<file path="src/rtl/fetch_pkg.sv">
// Shared definitions for the instruction-fetch stage.
//   NOP_INST          : word presented on if_inst whenever the IF/ID slot is empty
//   DEFAULT_RESET_PC  : default program counter after reset
//   DEFAULT_IMEM_DEPTH: default instruction memory size in 32-bit words
//   fetch_state_t     : RUN / FAULT control state
//   pc_in_range()     : word index of a byte address lies inside the memory
package fetch_pkg;

    localparam logic [31:0] NOP_INST           = 32'h0000_0013;
    localparam logic [31:0] DEFAULT_RESET_PC   = 32'h0000_0004;
    localparam int unsigned DEFAULT_IMEM_DEPTH = 128;

    typedef enum logic {
        RUN   = 1'b0,
        FAULT = 1'b1
    } fetch_state_t;

    // Only the word index is examined; alignment is checked separately.
    function automatic logic pc_in_range(input logic [31:0] addr, input int unsigned depth);
        return ({2'b00, addr[31:2]} < depth);
    endfunction

endpackage

</file>
<file path="src/rtl/fetch_pc_gen.sv">
// Next-PC selection and address legality checks for the fetch stage.
//   pc_i        : current program counter
//   redirect_i  : branch/jump redirect request
//   target_i    : redirect destination
//   advance_i   : an instruction is captured this cycle, step PC by 4
//   pc_next_o   : next program counter
//   pc_ok_o     : current PC is word-aligned and inside instruction memory
//   target_ok_o : redirect target is word-aligned and inside instruction memory
import fetch_pkg::*;

module fetch_pc_gen #(
    parameter int unsigned IMEM_DEPTH = DEFAULT_IMEM_DEPTH
) (
    input  logic [31:0] pc_i,
    input  logic        redirect_i,
    input  logic [31:0] target_i,
    input  logic        advance_i,
    output logic [31:0] pc_next_o,
    output logic        pc_ok_o,
    output logic        target_ok_o
);

    assign pc_ok_o     = (pc_i[1:0] == 2'b00)     && pc_in_range(pc_i, IMEM_DEPTH);
    assign target_ok_o = (target_i[1:0] == 2'b00) && pc_in_range(target_i, IMEM_DEPTH);

    // A bad redirect target never reaches the PC: it only records a fault.
    // The +4 wraps modulo 2^32; the range check turns any wrap into a fault.
    always_comb begin
        pc_next_o = pc_i;
        if (redirect_i && target_ok_o) begin
            pc_next_o = target_i;
        end else if (advance_i) begin
            pc_next_o = pc_i + 32'd4;
        end
    end

endmodule

</file>
<file path="src/rtl/fetch_unit.sv">
// Instruction-fetch stage: owns the PC, addresses the instruction memory
// combinationally and registers the returned word into an IF/ID slot with a
// valid/ready handshake toward decode.
//   clk, rst_n            : clock, synchronous active-low reset
//   pc_out / inst_in      : memory address out, instruction word back (same cycle)
//   fetch_en              : permit new fetches
//   redirect_valid/target : branch/jump redirect (flushes the slot)
//   if_valid/if_ready     : slot handshake toward decode
//   if_pc/if_pc_plus4/if_inst : slot contents
//   fetch_fault/fault_pc  : sticky fault flag and offending address
import fetch_pkg::*;

module fetch_unit #(
    parameter logic [31:0] RESET_PC   = fetch_pkg::DEFAULT_RESET_PC,
    parameter int unsigned IMEM_DEPTH = fetch_pkg::DEFAULT_IMEM_DEPTH,
    parameter logic [31:0] NOP_INST   = fetch_pkg::NOP_INST
) (
    input  logic        clk,
    input  logic        rst_n,
    output logic [31:0] pc_out,
    input  logic [31:0] inst_in,
    input  logic        fetch_en,
    input  logic        redirect_valid,
    input  logic [31:0] redirect_target,
    output logic        if_valid,
    input  logic        if_ready,
    output logic [31:0] if_pc,
    output logic [31:0] if_pc_plus4,
    output logic [31:0] if_inst,
    output logic        fetch_fault,
    output logic [31:0] fault_pc
);

    fetch_state_t state_q, state_d;
    logic [31:0]  pc_q, pc_d;
    logic         valid_q, valid_d;
    logic [31:0]  if_pc_q, if_pc_d;
    logic [31:0]  inst_q, inst_d;
    logic [31:0]  fault_pc_q, fault_pc_d;

    logic slot_free;
    logic advance;
    logic pc_ok;
    logic target_ok;

    assign slot_free = !valid_q || if_ready;

    fetch_pc_gen #(
        .IMEM_DEPTH (IMEM_DEPTH)
    ) u_pc_gen (
        .pc_i        (pc_q),
        .redirect_i  (redirect_valid),
        .target_i    (redirect_target),
        .advance_i   (advance),
        .pc_next_o   (pc_d),
        .pc_ok_o     (pc_ok),
        .target_ok_o (target_ok)
    );

    always_ff @(posedge clk) begin
        if (!rst_n) begin
            state_q    <= RUN;
            pc_q       <= RESET_PC;
            valid_q    <= 1'b0;
            if_pc_q    <= 32'd0;
            inst_q     <= NOP_INST;
            fault_pc_q <= 32'd0;
        end else begin
            state_q    <= state_d;
            pc_q       <= pc_d;
            valid_q    <= valid_d;
            if_pc_q    <= if_pc_d;
            inst_q     <= inst_d;
            fault_pc_q <= fault_pc_d;
        end
    end

    // Every path that empties the slot also reloads NOP so if_inst shows NOP
    // whenever if_valid is low. A stall falls through with everything held.
    always_comb begin
        state_d    = state_q;
        valid_d    = valid_q;
        if_pc_d    = if_pc_q;
        inst_d     = inst_q;
        fault_pc_d = fault_pc_q;
        advance    = 1'b0;

        case (state_q)
            RUN: begin
                if (redirect_valid) begin
                    valid_d = 1'b0;
                    inst_d  = NOP_INST;
                    if (!target_ok) begin
                        state_d    = FAULT;
                        fault_pc_d = redirect_target;
                    end
                end else if (fetch_en && slot_free) begin
                    if (!pc_ok) begin
                        state_d    = FAULT;
                        fault_pc_d = pc_q;
                        valid_d    = 1'b0;
                        inst_d     = NOP_INST;
                    end else begin
                        advance = 1'b1;
                        valid_d = 1'b1;
                        if_pc_d = pc_q;
                        inst_d  = inst_in;
                    end
                end else if (slot_free) begin
                    valid_d = 1'b0;
                    inst_d  = NOP_INST;
                end
            end
            FAULT: begin
                valid_d = 1'b0;
                inst_d  = NOP_INST;
                if (redirect_valid) begin
                    if (target_ok) begin
                        state_d = RUN;
                    end else begin
                        fault_pc_d = redirect_target;
                    end
                end
            end
            default: begin
                state_d = RUN;
            end
        endcase
    end

    assign pc_out      = pc_q;
    assign if_valid    = valid_q;
    assign if_pc       = if_pc_q;
    assign if_pc_plus4 = if_pc_q + 32'd4;
    assign if_inst     = inst_q;
    assign fetch_fault = (state_q == FAULT);
    assign fault_pc    = fault_pc_q;

endmodule

</file>
<file path="config.mk">
export PLATFORM = sky130hd
export DESIGN_NAME = fetch_unit
export DESIGN_NICKNAME = d
export VERILOG_FILES = /design/src/rtl/fetch_pkg.sv /design/src/rtl/fetch_pc_gen.sv /design/src/rtl/fetch_unit.sv
export SDC_FILE = /design/constraint.sdc
export NUM_CORES = 1
export LEC_CHECK = 0
export CAP_MARGIN = 20
export CORE_MARGIN = 2
export CORE_UTILIZATION = 30
export DETAILED_ROUTE_END_ITERATION = 8
export PLACE_DENSITY_LB_ADDON = 0.1
export RECOVER_POWER = 25
export SETUP_SLACK_MARGIN = 0.05
export SLEW_MARGIN = 40
export SYNTH_ARGS = -nofsm -noshare
export SYNTH_HDL_FRONTEND = slang
export SYNTH_SLANG_ARGS = --single-unit
export TNS_END_PERCENT = 10
</file>
<file path="constraint.sdc">
create_clock -name clk -period 4.2 [get_ports clk]
set_input_delay 0.84 -clock clk [delete_from_list [all_inputs] [get_ports clk]]
set_output_delay 0.84 -clock clk [all_outputs]
set_load 0.03 [all_outputs]
</file>
==> results.yml <==
status:
  outcome: "finished, final reports clean"
timing:
  hold_viol: 0
  holdWs_ns: 0.462
  worst_pin_slew_ns: 0.654
  setup_tns_ns: 0
  setup_viol: 0
  rsz0062_at_grt: "no"
  period_share_pct: 88.3
  clock_skew_ns: 0.00666
  report.final.slew_viol_count: 0
  timing.final.crit_period_ns: 3.71
  relSlewSlack_pct: 56.0
  fmax_mhz: 270
critical_path:
  reg2reg_depth: 6
  critPathCapture: "if_pc_plus4[28]"
  cp-start-kind: "flop"
  timing_worst_setup_path_type: "reg2out"
  worst-path-buf-inv: 2
  r2r-end: "if_inst[25]$_SDFFE_PN0P_"
  end_kind: "primary output"
  cp_slowest_cell: "clkdlybuf4s50_1"
  cp.required_ns: 3.36
  worstPathMaxFanout: 8
  cp.arrival_ns: 2.87
  path_depth: 7
  timing.rr.start: "pc_out[20]$_SDFFE_PN0P_"
  cpPeakStageDelay_ns: 0.69
  path_delay_family: "simple AND/OR/NAND/NOR gates"
  crit_start: "if_pc[2]$_SDFFE_PN0P_"
  crit_chain: "ha_1, inv_1, nor2_1, and3_1, nand4_1, xnor2_1, clkdlybuf4s50_1"
  reg2reg_setup_slack_ns: 1.69
grt:
  grt_max_degree: 52
  use_met1_pct: 24.4
  overflow: 0
  grtUsageMet2_pct: 28.8
  grt-busiest-layer: "met2"
  first_global_vias: 4839
  grt_pass1_wl_mm: 27.0
  met3_usage_pct: 5.67
  antenna_found_initial: 0
  track_usage_pct: 18.6
floorplanning:
  initial_core_util_pct: 30.8
  fp.dieArea_um2: 19000
  coreArea_um2: 17400
  rows: 48
  die_h_um: 138
  die_w_um: 138
  ios: 231
detailed_routing:
  drtPass1Iterations: 4
  wire_per_inst_um: 18.0
  route.detailed.drc: 0
  drt-initial-drc-count: 245
  via_per_inst: 5.10
  postRouteWirelength_mm: 18.0
  route.vias.total: 5103
  ant_nets: 0
logic_synthesis:
  synth_cells: 552
  synthDistinctLibCells: 49
  syn_area_per_cell_um2: 9.73
  ys_ff_latch: 130
  ys_warn_count: 0
  synth_nets: 623
  synth-seq-area-share_pct: 48.4
  synth_area_um2: 5370
pwr:
  report.power.total_w: 0.00293
  p_per_area_nw_per_um2: 352
  peakVddDrop_v: 0.000299
  leakage_nw: 3.24
clock_network:
  clock_latency_ns: 0.42
  cts_buffers: 17
  path_clk_slew_ns: 0.05
  post_cts.repair.setup_buffers: 0
  ctsResizeCount: 0
  htree_num_levels: 4
  ctsHoldBuffers: 0
  cts_tree: "done"
  clockBufferDepth: 2
  cts-root-buf: "clkbuf_16"
  clock-sinks: 130
finish:
  diodes: 0
  layout.nets: 838
  mostFrequentLayoutCell: "clkdlybuf4s50_1"
  drive_gt1_share_pct: 6.84
  fill_cells: 1669
  layout.cells.non_filler: 1000
  final_cell_mix: "clkdlybuf4s50_1, dfxtp_1, dlygate4sd3_1, nor2_1, and3_1"
  final_cell_area_um2: 8320
  area_growth_pct: 54.8
placed_design:
  dp_cells: 973
  placed_cell_area_um2: 7830
  routabilityCongestion: 0.851
  hpwl_mm: 13.1
  numPortBuffers: 230
worst_hold_path:
  hold_class: "reg2reg"
  hold_depth: 2
run:
  max_cap_viol_count: 0
==> how the worst min path moves through the flow <==
stage                         startpoint                        end
6_report         if_inst[4]$_SDFFE_PN1P_    if_inst[4]$_SDFFE_PN1P_
3_3_place_gp     if_inst[4]$_SDFFE_PN1P_    if_inst[4]$_SDFFE_PN1P_
3_5_place_dp     if_inst[4]$_SDFFE_PN1P_    if_inst[4]$_SDFFE_PN1P_
4_1_cts          if_inst[4]$_SDFFE_PN1P_    if_inst[4]$_SDFFE_PN1P_
5_1_grt        fault_pc[24]$_SDFFE_PN0P_  fault_pc[24]$_SDFFE_PN0P_
2_1_floorplan      if_pc[7]$_SDFFE_PN0P_      if_pc[7]$_SDFFE_PN0P_
==> flip-flops by register name, summed over array words and instances, names as in the netlist <==
name	cells
fault_pc	32
fetch_fault	1
if_inst	32
if_pc	32
if_valid	1
pc_out	32
==> tightest hold or removal path, cell delays in order (launching register included) <==
cell     delay (ns)
dfxtp_1        0.32
o22ai_1        0.06
nand2_1        0.06
==> cells in the mapped netlist, drive strengths merged <==
library cell	n	area (um^2)
a31o	2	17.5
o22ai	5	43.8
dfxtp	130	2600
nor2	45	169
xor2	6	52.6
nor4b	1	8.76
and4	6	52.6
o2bb2a	1	11.3
o31ai	5	65.1
a41oi	3	26.3
a31oi	1	6.26
a32oi	1	8.76
or3	1	6.26
a21oi	10	50.1
nor3	6	46.3
nand4	15	109
a22oi	32	240
clkbuf	27	101
ha	2	25.0
nor4	13	151
mux2i	3	30.0
a21boi	1	7.51
or2	1	6.26
nand2b	3	18.8
nand2	33	126
nand3	22	110
o21ai	4	20.0
and3	38	238
clkinv	1	3.75
a2bb2oi	26	228
xnor2	23	201
o31a	1	8.76
o211ai	1	7.51
buf	18	105
o221ai	28	245
inv	6	22.5
and2	26	163
a211oi	5	37.5
==> area by class of cell <==
type	count	area (um^2)	share of cell area [%]
clock buffers	26	479	5.76
clock inverters	1	5.00	0.0602
inverters	7	26.3	0.316
multi-input cells	370	2540	30.6
flip-flops and latches	130	2600	31.3
well taps	225	282	3.38
repair buffers	241	2380	28.6
==> report_power, final <==
part	internal, W	switching [W]
combinational	0.000169	0.000209
clock	0.000766	0.000486
sequential	0.00127	0.0000255
==> metrics by stage <==
| step | setup slack [ns] | util (%) |
|---|---|---|
| after CTS | 0.424 | 47.8 |
| after floorplan | 1.16 | - |
| after global placement | 0.749 | 45.0 |
| after global routing | 0.246 | 47.8 |
| final | 0.491 | 47.8 |
| after detailed placement | 0.708 | 45.0 |
==> layer usage <==
layer / wire length, um / share of wire (%)
met1: 8280 / 46
met2: 8100 / 45
met3: 1360 / 7.6
met4: 254 / 1.4
met5: 0 / 0
==> logic make-up after synthesis <==
family	count (synthesis)	share of synthesized area, %
multiplexers	3	0.559
XOR/XNOR	29	4.73
flip-flops	130	48.4
AND/OR/NAND/NOR	210	22.4
buffers and inverters	52	4.33
adder cells (fa/ha/maj)	2	0.466
AO/OA/AOI/OAI	126	19.1
Note: power is estimated with default switching activity, not from simulation.
